[src/rtl/encoder_top.sv]
// Serial unary/remainder codeword encoder with an NW-word readout buffer.
// Optional macro CW_BITCNT_EN adds a saturating count of accepted message bits.
module encoder_top #(
    parameter int CW_W = 18,
    parameter int NW   = 9,
    parameter int U    = 4,
    parameter int QMAX = 15
) (
    input  logic            clk,
    input  logic            rst_b,
    input  logic            start,
    input  logic            bin_msg,
    input  logic            bit_vld,
    output logic            bit_rdy,
    input  logic            rd_en,
    output logic [CW_W-1:0] cw_byte,
    output logic            cw_rdy,
    output logic            cw_done
`ifdef CW_BITCNT_EN
    ,
    output logic [15:0]     bit_cnt
`endif
);

    localparam int QW = (QMAX > 1) ? $clog2(QMAX + 1) : 1;
    localparam int AW = (NW > 1) ? $clog2(NW) : 1;
    localparam int PW = $clog2(NW + 1);
    localparam int RW = $clog2(U + 1);

    typedef enum logic [2:0] {IDLE, UNARY, REM, STORE, DONE} state_t;

    state_t          state;
    logic [QW-1:0]   q;
    logic [U-1:0]    r;
    logic [RW-1:0]   rem_cnt;
    logic [AW-1:0]   wr_idx;
    logic [PW-1:0]   rd_ptr;
    logic [CW_W-1:0] word_buf [NW];

    // NOTE: all state uses non-blocking assignments so every register sees
    // the pre-edge values of the others, independent of statement order.
    always_ff @(posedge clk) begin
        cw_rdy <= 1'b0;
        if (rst_b) begin
            state   <= IDLE;
            q       <= '0;
            r       <= '0;
            rem_cnt <= '0;
            wr_idx  <= '0;
            rd_ptr  <= '0;
            bit_rdy <= 1'b0;
            cw_done <= 1'b0;
            cw_byte <= '0;
        end else begin
            case (state)
                IDLE: begin
                    if (start) begin
                        q       <= '0;
                        r       <= '0;
                        rem_cnt <= '0;
                        wr_idx  <= '0;
                        rd_ptr  <= '0;
                        state   <= UNARY;
                        bit_rdy <= 1'b1;
                    end
                end
                UNARY: begin
                    if (bit_vld) begin
                        if (!bin_msg) begin
                            state <= REM;
                        end else begin
                            q <= q + QW'(1);
                            // A saturated quotient has no terminating zero.
                            if (q == QW'(QMAX - 1)) state <= REM;
                        end
                    end
                end
                REM: begin
                    if (bit_vld) begin
                        r <= U'({r, bin_msg});
                        if (rem_cnt == RW'(U - 1)) begin
                            rem_cnt <= '0;
                            state   <= STORE;
                            bit_rdy <= 1'b0;
                        end else begin
                            rem_cnt <= rem_cnt + RW'(1);
                        end
                    end
                end
                STORE: begin
                    q      <= '0;
                    r      <= '0;
                    wr_idx <= wr_idx + AW'(1);
                    if (wr_idx == AW'(NW - 1)) begin
                        state   <= DONE;
                        cw_done <= 1'b1;
                    end else begin
                        state   <= UNARY;
                        bit_rdy <= 1'b1;
                    end
                end
                DONE: begin
                    if (start) begin
                        q       <= '0;
                        r       <= '0;
                        rem_cnt <= '0;
                        wr_idx  <= '0;
                        rd_ptr  <= '0;
                        state   <= UNARY;
                        bit_rdy <= 1'b1;
                        cw_done <= 1'b0;
                    end else if (rd_en && (rd_ptr < PW'(NW))) begin
                        cw_byte <= word_buf[rd_ptr[AW-1:0]];
                        cw_rdy  <= 1'b1;
                        rd_ptr  <= rd_ptr + PW'(1);
                    end
                end
                default: begin
                    state   <= IDLE;
                    bit_rdy <= 1'b0;
                    cw_done <= 1'b0;
                end
            endcase
        end
    end

    // NOTE: the word buffer has no reset; every word is rewritten before it
    // can be read, so clearing it would only add reset fan-out.
    always_ff @(posedge clk) begin
        if (!rst_b && state == STORE) word_buf[wr_idx] <= CW_W'({q, r});
    end

`ifdef CW_BITCNT_EN
    always_ff @(posedge clk) begin
        if (rst_b) begin
            bit_cnt <= '0;
        end else if (start && (state == IDLE || state == DONE)) begin
            bit_cnt <= '0;
        end else if (bit_vld && bit_rdy && bit_cnt != 16'hFFFF) begin
            bit_cnt <= bit_cnt + 16'd1;
        end
    end
`endif

endmodule
[config.mk]
export PLATFORM = sky130hd
export DESIGN_NAME = encoder_top
export DESIGN_NICKNAME = d
export VERILOG_FILES = /design/src/rtl/encoder_top.sv
export SDC_FILE = /design/constraint.sdc
export NUM_CORES = 1
export LEC_CHECK = 0
export BUFFER_PORTS_ARGS = -buffer_cell sky130_fd_sc_hd__buf_2
export CAP_MARGIN = 25
export CORE_AREA = 2 2 70 139
export DETAILED_ROUTE_END_ITERATION = 12
export DIE_AREA = 0 0 72 141
export GPL_TIMING_DRIVEN = 0
export PLACE_DENSITY = 0.65
export SYNTH_ARGS = -nofsm -noshare
export SYNTH_HDL_FRONTEND = slang
export SYNTH_SLANG_ARGS = --single-unit
[constraint.sdc]
create_clock -name clk -period 1.9 [get_ports clk]
set_clock_uncertainty 0.05 [all_clocks]
set_input_delay 0.095 -clock clk [delete_from_list [all_inputs] [get_ports clk]]
set_output_delay 0.095 -clock clk [all_outputs]
set_load 0.1 [all_outputs]
Word-level counts from Yosys, hierarchy flattened
Memory sizes are Yosys's and may differ from the RTL's. A register that Yosys moved wholly into a read port is not among the register bits. Index checks and enable logic that the tools add are counted.

Flip-flop bits (word level): 43. Memory bits (writable): 72. Input port bits: 6. Output and inout bits: 21. Word-level logic and storage cells: 92. Memories kept: 1.

Memories: word_buf (words 9, bits a word 8, read ports 1, clocked after memory_dff 1, wr ports 1, RTL line 38) `logic [CW_W-1:0] word_buf [NW];`.

$add $sub $neg: 4. Magnitude comparators: 1. Equality and inequality tests: 18. Muxes and demuxes: 33. Bitwise gates (word level): 4. Reduce and logical (&&, ||, !) cells: 21.

Operators by type and width (count): $mux W3 (10); $mux W4 (6); $pmux W4 S3 (2); $ne A2 B2 Y1 const B (8); $pmux W4 S2 (2); $reduce_and A3 Y1 (5); $add A4 B1 Y4 const B (3); $pmux W3 S4 (1); $reduce_and A5 Y1 (2); $eq A3 B2 Y1 const B (3); $mux W1 (9); $eq A4 B4 Y1 const B (2); $ne A3 B3 Y1 const B (2); $pmux W3 S2 (1); $reduce_bool A2 Y1 (3); $reduce_bool A3 Y1 (2); $reduce_or A3 Y1 (2); $lt A4 B4 Y1 const B (1); $not A1 Y1 (4); $pmux W1 S4 (1); $reduce_and A4 Y1 (1); $add A3 B1 Y3 const B (1); $eq A3 B1 Y1 const B (1); $eq A3 B3 Y1 const B (1); other kinds (7) (8).

Longest topological paths before layout
Gate-level depths: netlist of run 1.

Depth in word-level cells: 5. Gate-level depth with buffers: 9. Depth with buffers taken out: 6.

Worst setup path after synthesis of run 1
No wires, ideal clock.

Kind: register to register. Start: register state[0]. End: memory word_buf[8][0] (netlist name), enable pin. Library setup time: 0.370 ns. Arrival: 1.539 ns. Slack: -0.059 ns. Cell stages (with the launch flop): 5. Path buffers: 1. Clock period less this slack: 1.959 ns. Cells stage by stage: dfxtp_1 > and3b_1 > clkbuf_1 > or3b_1 > nor2_1.

Word-level cells in the longest chain between the ends: 4.

Ends and longest elaborated chain: start: declaration (RTL line 32) `state_t state;`; start signal: assignment (RTL line 45) `state <= IDLE;`; start signal: assignment (RTL line 63) `state <= UNARY;`; start signal: assignment (RTL line 70) `state <= REM;`; $eq A3 B2 Y1 (RTL line 130) `if (!rst_b && state == STORE) word_buf[wr_idx] <= CW_W'({q, r});`; $logic_and A1 B1 Y1 (RTL line 130); $mux W1 (RTL line 130); $mux W1 (not written as such) (RTL line 130); end: declaration (RTL line 38).

Every way passes these cells.

Worst setup path in the final report of run 1
Start: register wr_idx[1]. End: memory word_buf[8][7] (netlist name), enable pin.

RTL lines: start: declaration (RTL line 36) `logic [AW-1:0] wr_idx;`; start signal: assignment (RTL line 93) `wr_idx <= wr_idx + AW'(1);`.

No word-level cell before the write port.

==> flow_summary.json, run 1 <==
{
  "p_per_area_nw_per_um2": 922.2,
  "drv_cap": 0,
  "cts_inserted_buffers": 9,
  "r2r-end": "word_buf[8][7]",
  "grt_pass1_vias": 2742,
  "yosysSeqAreaShare": 0.6351,
  "cp-end-kind": "flip-flop",
  "max_freq_mhz": 542.6,
  "drt_first_iter_violations": 168,
  "grt_util_all_layers": 0.1984,
  "hold_violations": 0,
  "firstDrtPassIters": 6,
  "hp-class": "in -> reg",
  "port_buffers": 16,
  "synthArstFlopShare": 0,
  "outcome": "finished clean",
  "fin_crit_sh": 0.9700,
  "rsz0062_at_grt": "no",
  "cp.depth": 6,
  "clock_path_buffers": 2,
  "synth_largest_area_cell": "edfxtp_1",
  "wl_met2_mm": 5.038,
  "synth-adder-area-share": 0.02534,
  "synth_seq_cells": 105,
  "drive_gt1_frac": 0.2812,
  "chipHeight_um": 141,
  "place.gp.congestion": 0.8297,
  "pwr-share-seq": 0.515,
  "path_buf_inv": 2,
  "cp_slowest_cell": "or3b_4",
  "p_switching_mw": 1.091,
  "synth_top_family_by_area": "simple AND/OR/NAND/NOR gates",
  "grt-ovfl-total": 0,
  "muxShareOfSynthArea": 0.1014,
  "report.final.setup_viol": 0,
  "cp-endpoint": "word_buf[8][7]",
  "wl_met3_um": 282,
  "period_minus_slack_ns": 1.843,
  "wl_mm": 9.336,
  "worstSetupPathType": "reg -> reg",
  "die_x_um": 72,
  "hold-worst-slack_ns": 0.1754,
  "design.die.area_sq_um": 10150,
  "drc": 0,
  "synthSimpleGateAreaFrac": 0.1106,
  "syn_area_per_cell_sq_um": 13.67,
  "p_sw_frac": 0.2269,
  "wl_met1_mm": 3.862,
  "r2r_slack_ns": 0.06,
  "n_antenna_cell": 0,
  "post_dp_cell_area_sq_um": 4696,
  "clkLatencyLatePin_ns": 0.35,
  "nets": 387,
  "vias": 2741,
  "synth_edf_count": 72,
  "clock-sinks": 105,
  "path_clk_slew_ns": 0.07,
  "yosysUniqueCellTypes": 50,
  "ys.flop_type": "edfxtp_1",
  "core_sq_um": 9196,
  "max_slew_margin": 0.5843,
  "grt_pass1_wl_mm": 14.74,
  "power_leakage_nw": 1.911,
  "start_util": 0.4833,
  "post-route-cell-area_sq_um": 5213,
  "grt_max_degree": 19,
  "hpwl_mm": 6.422,
  "yosysWarningCount": 0,
  "setup_ws_ns": 0.05706,
  "netlist_area_sq_um": 4444,
  "yosys-top-cells-area": "edfxtp_1 (49%), dfxtp_1 (15%), mux4_2 (8.1%)",
  "synth-compound-area-share": 0.08108,
  "synth_xor_area_frac": 0.005912,
  "postRouteAntennaNets": 0,
  "critPathTopFamily": "simple AND/OR/NAND/NOR gates",
  "htree_num_levels": 3,
  "synth_cells": 325,
  "crit_start": "wr_idx[1]",
  "cp_max_fo": 8,
  "cts_root_buffer": "clkbuf_16",
  "slew_viol_final": 0,
  "p_comb_frac": 0.071,
  "r2r_start": "wr_idx[1]",
  "cts_tree": "done",
  "critPathArrivalTime_ns": 1.86,
  "tightest_slew_ns": 0.6152,
  "critPathMaxStageDelay_ns": 0.46,
  "p_int_mw": 3.716,
  "r2r_cells": 6,
  "crit_chain": "inv_1 > ha_2 > nand2_1 > or3b_4 > nor2_4 > buf_12",
  "power.total_mw": 4.807,
  "io-pin-count": 27,
  "post-place-ws_ns": -0.5380,
  "peakVddDrop_mv": 0.6528,
  "top_layer": "met4",
  "viasPerCell": 5.699,
  "area_delta_synth_final_pct": 17.29,
  "antenna_found_initial": 0,
  "yosysTopAreaCellShare": 0.4865,
  "wire_per_inst_um": 19.41,
  "cp-start-kind": "flip-flop",
  "cp.required_ns": 1.92,
  "clkPwrFrac": 0.415,
  "rows": 50
}
cells in the final DEF, fill, tap and decap left out, types with 4 or more instances in the layout:
| cell type | Yosys | routed |
|---|---|---|
| a211o_1 | 5 | 5 |
| a21oi_1 | 18 | 18 |
| a22oi_1 | 5 | 5 |
| and2_4 | 0 | 8 |
| buf_2 | 3 | 16 |
| buf_4 | 12 | 22 |
| clkbuf_16 | 0 | 9 |
| conb_1 | 1 | 10 |
| dfxtp_1 | 33 | 30 |
| edfxtp_1 | 72 | 72 |
| ha_1 | 9 | 8 |
| inv_1 | 8 | 7 |
| mux2i_1 | 9 | 9 |
| mux4_2 | 16 | 16 |
| nand2_1 | 25 | 24 |
| nand2b_1 | 6 | 6 |
| nand3_1 | 6 | 6 |
| nor2_1 | 30 | 29 |
| or2_2 | 4 | 4 |
Yosys cell counts (3+ instances only):
cell,number
mux2i_1,9
a22oi_1,5
buf_2,3
dfxtp_1,33
or3_1,3
and2_1,8
nor3b_1,3
nand3_1,6
clkbuf_1,7
a21oi_1,18
or2_2,4
buf_4,12
a311o_1,3
a211oi_1,3
nor2b_1,3
a211o_1,5
inv_1,8
edfxtp_1,72
mux4_2,16
ha_1,9
nand2_1,25
nand2b_1,6
nor2_1,30
worst min path at each step:
stage,start,endpoint,slack [ns],cells past startpoint
floorplan,bin_msg,r[0],0.19,2
global placement,bin_msg,r[0],0.33,3
detailed placement,bin_msg,r[0],0.35,3
CTS,start,cw_done,0.16,3
global route,start,cw_done,0.18,3
finish,start,cw_done,0.18,3
cells by family after synthesis:
family | Yosys count
multiplexers | 25
buffers and inverters | 32
flip-flops | 105
AND/OR/NAND/NOR | 99
XOR/XNOR | 3
AO/OA/AOI/OAI | 51
adder cells (fa/ha/maj) | 9
other | 1
state kept, by name (all words and copies together) (netlist names), 3 cells and up:
| signal | count |
|---|---|
| word_buf | 72 |
| cw_byte | 8 |
| q | 4 |
| r | 4 |
| rd_ptr | 4 |
| wr_idx | 4 |
| rem_cnt | 3 |
| state | 3 |
power groups by stage:
stage	combinational, mW	clock (mW)	sequential [mW]
global placement	0.310	0	2.52
finish	0.340	1.99	2.47
floorplan	0.245	0	2.53
global route	0.364	2.11	2.48
detailed placement	0.317	0	2.52
CTS	0.330	2.02	2.47
metrics by stage:
step | util | instances | setup TNS (ns)
2_1_floorplan | - | 334 | 0
3_3_place_gp | 0.5106 | 454 | -25.93
6_report | 0.5668 | 481 | 0
5_1_grt | 0.5668 | 481 | 0
4_1_cts | 0.5585 | 473 | 0
3_5_place_dp | 0.5106 | 454 | -29.23
final cells by class:
| type | count | area, sq um |
|---|---|---|
| plain buffers | 21 | 155.1 |
| clock buffers | 9 | 225.2 |
| clock inverters | 7 | 101.3 |
| fillers | 743 | 3984 |
| inverters | 9 | 36.28 |
| multi-input cells | 197 | 1543 |
| flip-flops and latches | 105 | 2826 |
| well taps | 104 | 130.1 |
| repair buffers | 29 | 195.2 |
metal layers:
layer / vias up / GRT usage
met5: - / 0
met4: 0 / 0.06753
met3: 16 / 0.03931
met2: 52 / 0.3402
met1: 1387 / 0.2472
li1: 1286 / -
what timing repair did:
item / 4_1_cts / 5_1_grt
endpoints found under the hold margin: 2 / 0
setup endpoints to repair: 83 / 78
buffers inserted: 3 / 8
hold buffers: 2 / 0
pin swaps: 3 / 4
gates resized for setup: 27 / 11
worst min-delay path, cell delays in order:
cell	delay, ns
buf_2	0.18
or3_4	0.18
a221oi_1	0.07
Note: power is estimated with default switching activity, not from simulation.
==> inputs of run 2 (changes only) <==
CORE_AREA = 2 2 68 134   (was 2 2 70 139)
DIE_AREA = 0 0 70 136   (was 0 0 72 141)
PLACE_DENSITY = 0.69   (was 0.65)
RECOVER_POWER = 100   (was unset)
==> run 2 against run 1 <==
  * Cell area is 2.3% lower
  * Flip-flop and latch count is the same
  * First-iteration DRC count is 28% lower
  * Worst setup slack better by 0.023 ns
  * Core utilization grew 3.0 points
  * Hold slack worse by 0.057 ns
  * Via count fell by 3.6%
  * Critical endpoint is now word_buf[8][6]
  * Largest cell class unchanged
==> flow_summary.json, run 2 (same netlist as run 1, synthesis figures left out) <==
{
  "wl_mm": 8.525,
  "io-pin-count": 27,
  "critPathMaxStageDelay_ns": 0.47,
  "hold_depth": 3,
  "vias": 2643,
  "post_dp_cell_area_sq_um": 4691,
  "rsz0062_at_grt": "no",
  "drv_cap": 0,
  "path_clk_slew_ns": 0.07,
  "final_common_cell": "edfxtp_1",
  "max_slew_margin": 0.2296,
  "post-route-cell-area_sq_um": 5092,
  "cp.required_ns": 1.88,
  "antenna_found_initial": 0,
  "hp-class": "in -> reg",
  "hold_start": "start",
  "outcome": "finished clean",
  "dp_cells": 450,
  "rows": 48,
  "top_register": "word_buf",
  "n_antenna_cell": 0,
  "chipHeight_um": 136,
  "post-place-ws_ns": -0.4565,
  "hold-worst-slack_ns": 0.1180,
  "fillerInstances": 688,
  "cts_root_buffer": "clkbuf_16",
  "crit_chain": "inv_1 > ha_1 > nand2_1 > or3b_4 > nor2_4",
  "place.gp.congestion": 0.8309,
  "tightest_slew_ns": 1.161,
  "core_sq_um": 8528,
  "period_minus_slack_ns": 1.820,
  "viasPerCell": 5.635,
  "r2r-end": "word_buf[8][6]",
  "slew_viol_final": 0,
  "area_delta_synth_final_pct": 14.58,
  "grt_util_all_layers": 0.1897,
  "clock-sinks": 105,
  "cts_tree": "done",
  "htree_num_levels": 3,
  "clock_path_buffers": 2,
  "peakVddDrop_mv": 0.7924,
  "cts_inserted_buffers": 9,
  "max_freq_mhz": 549.5,
  "cp-start-kind": "flip-flop",
  "cp-end-kind": "flip-flop",
  "hpwl_mm": 6.327,
  "drc": 0,
  "cp_max_fo": 8,
  "setup_ws_ns": 0.08005,
  "fin_crit_sh": 0.9579,
  "p_per_area_nw_per_um2": 895.5,
  "grt-ovfl-total": 0,
  "final_cell_mix": "edfxtp_1 (72), dfxtp_1 (30), nor2_1 (29)",
  "hold_violations": 0,
  "r2r_start": "wr_idx[1]",
  "start_util": 0.5211,
  "firstDrtPassIters": 4,
  "drt_first_iter_violations": 121,
  "largest_reg_flops": 72,
  "r2r_cells": 5,
  "die_x_um": 70,
  "clkLatencyLatePin_ns": 0.35,
  "reg_top3": "word_buf x72, cw_byte x8",
  "fin_util": 0.5971,
  "cp_slowest_cell": "or3b_4",
  "wire_per_inst_um": 18.18,
  "power_leakage_nw": 1.836,
  "worstSetupPathType": "reg -> reg",
  "design.die.area_sq_um": 9520,
  "report.final.setup_viol": 0,
  "postRouteAntennaNets": 0,
  "instances_no_fill": 469,
  "grt_pass1_vias": 2625,
  "port_buffers": 16,
  "drive_gt1_frac": 0.2466,
  "r2r_slack_ns": 0.08,
  "critPathArrivalTime_ns": 1.80,
  "holdPathEnd": "rd_ptr[1]",
  "grt_max_degree": 20,
  "nets": 379,
  "grt_pass1_wl_mm": 13.29
}
run 2: cell count changes in the layout (fill, tap and decap cells not counted), moves of 4 or more:
cell and delta:
buf_2 -10, clkbuf_2 +9, and2_2 +4, and2_4 -4, buf_4 -8
run 2: what timing repair did:
item,CTS,global route
pin swaps,4,4
endpoints found under the setup margin,83,44
hold buffers,2,0
buffers inserted,1,2
gates resized for setup,28,4
hold endpoints to repair,2,0
run 2: critical path, delay by kind of cell (launching register included):
family | cells | cell delay [ns]
simple gates | 3 | 0.80
flops | 1 | 0.36
fa+ha+maj | 1 | 0.19
buf+inv | 1 | 0.11
run 2: metal layers:
layer	up-vias	share of wire	global-route usage
li1	1272	-	-
met1	1287	0.35	0.1768
met2	64	0.59	0.3714
met3	20	0.030	0.03410
met4	0	0.037	0.1111
met5	-	0	0
run 2: how the worst max path moves through the flow:
stage          slack, ns  startpoint             end
4_1_cts            0.006   rd_ptr[1]      cw_byte[2]
6_report            0.08   wr_idx[1]  word_buf[8][6]
3_3_place_gp       -0.43    state[1]  word_buf[0][7]
5_1_grt            0.001   rd_ptr[1]      cw_byte[2]
2_1_floorplan       0.01   rd_ptr[1]      cw_byte[2]
3_5_place_dp       -0.46    state[1]  word_buf[0][7]
run 2: cell type report:
class	count	area, sq um	share of cell area
Sequential cell	105	2826	0.5550
Multi-Input combinational cell	197	1534	0.3012
Clock buffer	9	225.2	0.04423
Buffer	21	151.4	0.02973
Timing Repair Buffer	21	133.9	0.02629
Tap cell	100	125.1	0.02457
Clock inverter	7	60.06	0.01179
Inverter	9	36.28	0.007125
run 2: report_power, final:
part	total [mW]	internal (mW)	leakage, nW	switching (mW)
combinational	0.329	0.104	0.764	0.225
sequential	2.47	2.44	0.933	0.0302
clock	1.76	0.915	0.139	0.845
total	4.56	3.46	1.84	1.10
run 2: metrics by stage:
step | power [mW] | TNS, ns
global placement | 2.832 | -24.12
detailed placement | 2.837 | -25.33
finish | 4.560 | 0
CTS | 4.594 | 0
global route | 4.704 | 0
floorplan | 2.774 | 0
==> inputs of run 3 (changes only) <==
ABC_AREA = 1   (was unset)
CORE_AREA = 2 2 68 135   (was 2 2 68 134)
CTS_CLUSTER_SIZE = 10   (was unset)
DIE_AREA = 0 0 70 137   (was 0 0 70 136)
PLACE_DENSITY = 0.7   (was 0.69)
REMOVE_ABC_BUFFERS = 1   (was unset)
==> run 3 against run 2 <==
  * Register-to-register slack about the same
  * Via count up 26%
  * Synthesized cell count rose by 45%
  * Wire length increased by 18%
  * Die area rose by 0.74%
  * Critical path depth up 1
  * Worst setup slack improved by 0.0066 ns
  * Clock power hardly changed
  * Core utilization increased by 1.2 points
  * Sequential share of layout area decreased by 0.99 points
  * Flip-flop and latch count unchanged
  * Critical endpoint is now word_buf[3][3]
==> flow_summary.json, run 3 <==
{
  "viasPerCell": 5.464,
  "cp_slowest_cell": "dfxtp_1",
  "crit_chain": "inv_1 > nand2_1 > nor2_4 > nand2_4 > nor3_2 > buf_4",
  "fin_setup_tns_ns": 0,
  "clock-sinks": 105,
  "grt-ovfl-total": 0,
  "clock_path_buffers": 2,
  "instances_no_fill": 608,
  "tightest_slew_ns": 1.169,
  "critPathTopFamily": "simple AND/OR/NAND/NOR gates",
  "cp_max_fo": 9,
  "hold_depth": 5,
  "pwr-share-seq": 0.463,
  "wl_mm": 10.03,
  "critPathArrivalTime_ns": 1.81,
  "top_layer": "met4",
  "rsz0062_at_grt": "no",
  "core_sq_um": 8528,
  "grt_pass1_vias": 3233,
  "setup_ws_ns": 0.08662,
  "chipHeight_um": 137,
  "n_antenna_cell": 0,
  "grt_pass1_wl_mm": 16.38,
  "nets": 518,
  "wire_per_inst_um": 16.50,
  "path_buf_inv": 2,
  "r2r-end": "word_buf[3][3]",
  "drc": 0,
  "netlist_area_sq_um": 4556,
  "cp.required_ns": 1.90,
  "grt_util_all_layers": 0.2250,
  "r2r_slack_ns": 0.09,
  "path_clk_slew_ns": 0.06,
  "hold_start": "bin_msg",
  "hpwl_mm": 6.581,
  "htree_num_levels": 3,
  "p_switching_mw": 2.178,
  "clkPwrFrac": 0.271,
  "p_sw_frac": 0.3414,
  "peakVddDrop_mv": 0.9303,
  "slew_viol_final": 0,
  "p_int_mw": 4.201,
  "wl_met3_um": 388,
  "period_minus_slack_ns": 1.813,
  "final_cell_mix": "nand2_1 (106), edfxtp_1 (72), nand3_1 (60)",
  "wl_met1_mm": 3.650,
  "hold_buffers": 0,
  "post-place-ws_ns": -1.418,
  "yosys-top-cells-area": "edfxtp_1 (47%), dfxtp_1 (15%), nand2_1 (8.8%)",
  "wl_met2_mm": 5.704,
  "yosysSeqAreaShare": 0.6196,
  "yosysUniqueCellTypes": 29,
  "hold_violations": 0,
  "synthArstFlopShare": 0,
  "p_comb_frac": 0.266,
  "postRouteAntennaNets": 0,
  "port_buffers": 16,
  "design.die.area_sq_um": 9590,
  "yosysWarningCount": 0,
  "vias": 3322,
  "cts_inserted_buffers": 9,
  "clkLatencyLatePin_ns": 0.33,
  "syn_area_per_cell_sq_um": 9.672,
  "largest_reg_flops": 72,
  "p_per_area_nw_per_um2": 1228,
  "worstSetupPathType": "reg -> reg",
  "power_leakage_nw": 2.057,
  "io-pin-count": 27,
  "top_register": "word_buf",
  "antenna_found_initial": 0,
  "synth_cells": 471,
  "drt_first_iter_violations": 220,
  "cts_root_buffer": "clkbuf_16",
  "cts_tree": "done",
  "cp-start-kind": "flip-flop",
  "synth_seq_cells": 105,
  "drv_cap": 0,
  "hp-class": "in -> reg",
  "max_slew_margin": 0.2242,
  "synth_largest_area_cell": "edfxtp_1",
  "r2r_cells": 6,
  "reg_top3": "word_buf x72, cw_byte x8",
  "report.final.setup_viol": 0,
  "synth_edf_count": 72,
  "yosysTopAreaCellShare": 0.4746,
  "cp-end-kind": "flip-flop",
  "r2r_start": "state[2]",
  "final_common_cell": "nand2_1",
  "die_x_um": 70,
  "outcome": "finished clean",
  "rows": 48,
  "place.gp.congestion": 0.8517,
  "fin_crit_sh": 0.9544,
  "critPathMaxStageDelay_ns": 0.35,
  "synth.most_common_cell": "nand2_1",
  "max_freq_mhz": 551.5,
  "dp_cells": 579,
  "fillerInstances": 711,
  "holdPathEnd": "r[0]",
  "grt_max_degree": 35,
  "drive_gt1_frac": 0.1535,
  "netlist_top_cells_count": "nand2_1 (107), edfxtp_1 (72), nand3_1 (60)",
  "start_util": 0.5342,
  "ys.flop_type": "edfxtp_1",
  "firstDrtPassIters": 5,
  "area_delta_synth_final_pct": 14.01
}
run 3: cell types whose count changed after synthesis, sizes merged, moves of 8 or more:
cell,change
a21oi,+11
and2,-8
inv,+20
mux2i,-9
mux4,-16
nand2,+84
nand3,+55
nor2,+32
nor3,+8
o21ai,+19
run 3: worst reg2reg max path, cell delays in order, from the launching register on:
cell and delay, ns:
dfxtp_1 0.35, inv_1 0.12, nand2_1 0.13, nor2_4 0.19, nand2_4 0.16, nor3_2 0.32
buf_4 0.21
run 3: layer usage:
layer / track usage / vias to the layer above
li1: - / 1632
met1: 0.2397 / 1564
met2: 0.4312 / 106
met3: 0.03682 / 20
met4: 0.09295 / 0
met5: 0 / -
run 3: cell families (layout without fill, tap and decap cells):
kind of cell               after synthesis  in the layout  share of synthesized area
xor gates and xnor gates                 2              2                   0.003846
other                                    1             10                  0.0008232
AOI/OAI and AO/OA                       52             52                    0.06098
DFF                                    105            105                     0.6196
adders and majority gates                9              9                    0.02472
buffers and inverters                   56             84                    0.05603
and+or+nand+nor                        246            246                     0.2340
run 3: stage by stage:
stage,hold slack (ns),instance area [sq um],power [mW],util
6_report,0.09219,5194,6.379,0.6090
5_1_grt,0.1078,5194,6.772,0.6090
4_1_cts,0.07620,5270,6.395,0.6180
3_5_place_dp,0.3979,4741,4.628,0.5559
3_3_place_gp,0.3877,4656,4.547,0.5459
2_1_floorplan,0.1141,4451,4.188,-
run 3: what timing repair did:
item,CTS,global route
cloned,0,0
resized for setup,28,5
setup buffers,12,1
endpoints found under the setup margin,85,76
pin swaps,6,0
run 3: how the worst max path moves through the flow:
stage                         start              to  depth (start not counted)
after floorplan           rd_ptr[0]      cw_byte[0]                          8
after global placement    rd_ptr[0]      cw_byte[6]                          8
after detailed placement  rd_ptr[0]      cw_byte[6]                          9
after CTS                 rd_ptr[0]       rd_ptr[2]                          9
after global routing       state[2]  word_buf[3][2]                          6
final                      state[2]  word_buf[3][3]                          6
run 3: layout make-up:
class | instances | area (sq um) | area share
Tap cell | 100 | 125.1 | 0.02409
Multi-Input combinational cell | 319 | 1574 | 0.3031
Inverter | 31 | 133.9 | 0.02578
Clock buffer | 13 | 271.5 | 0.05228
Clock inverter | 3 | 13.76 | 0.002650
Timing Repair Buffer | 37 | 244.0 | 0.04698
Sequential cell | 105 | 2831 | 0.5452
run 3: power by group through the flow:
stage | sequential (mW) | clock [mW] | combinational [mW]
after floorplan | 2.97 | 0 | 1.22
after global placement | 3.02 | 0 | 1.52
after detailed placement | 3.00 | 0 | 1.63
after CTS | 2.96 | 1.74 | 1.69
after global routing | 2.98 | 1.84 | 1.96
final | 2.95 | 1.73 | 1.70
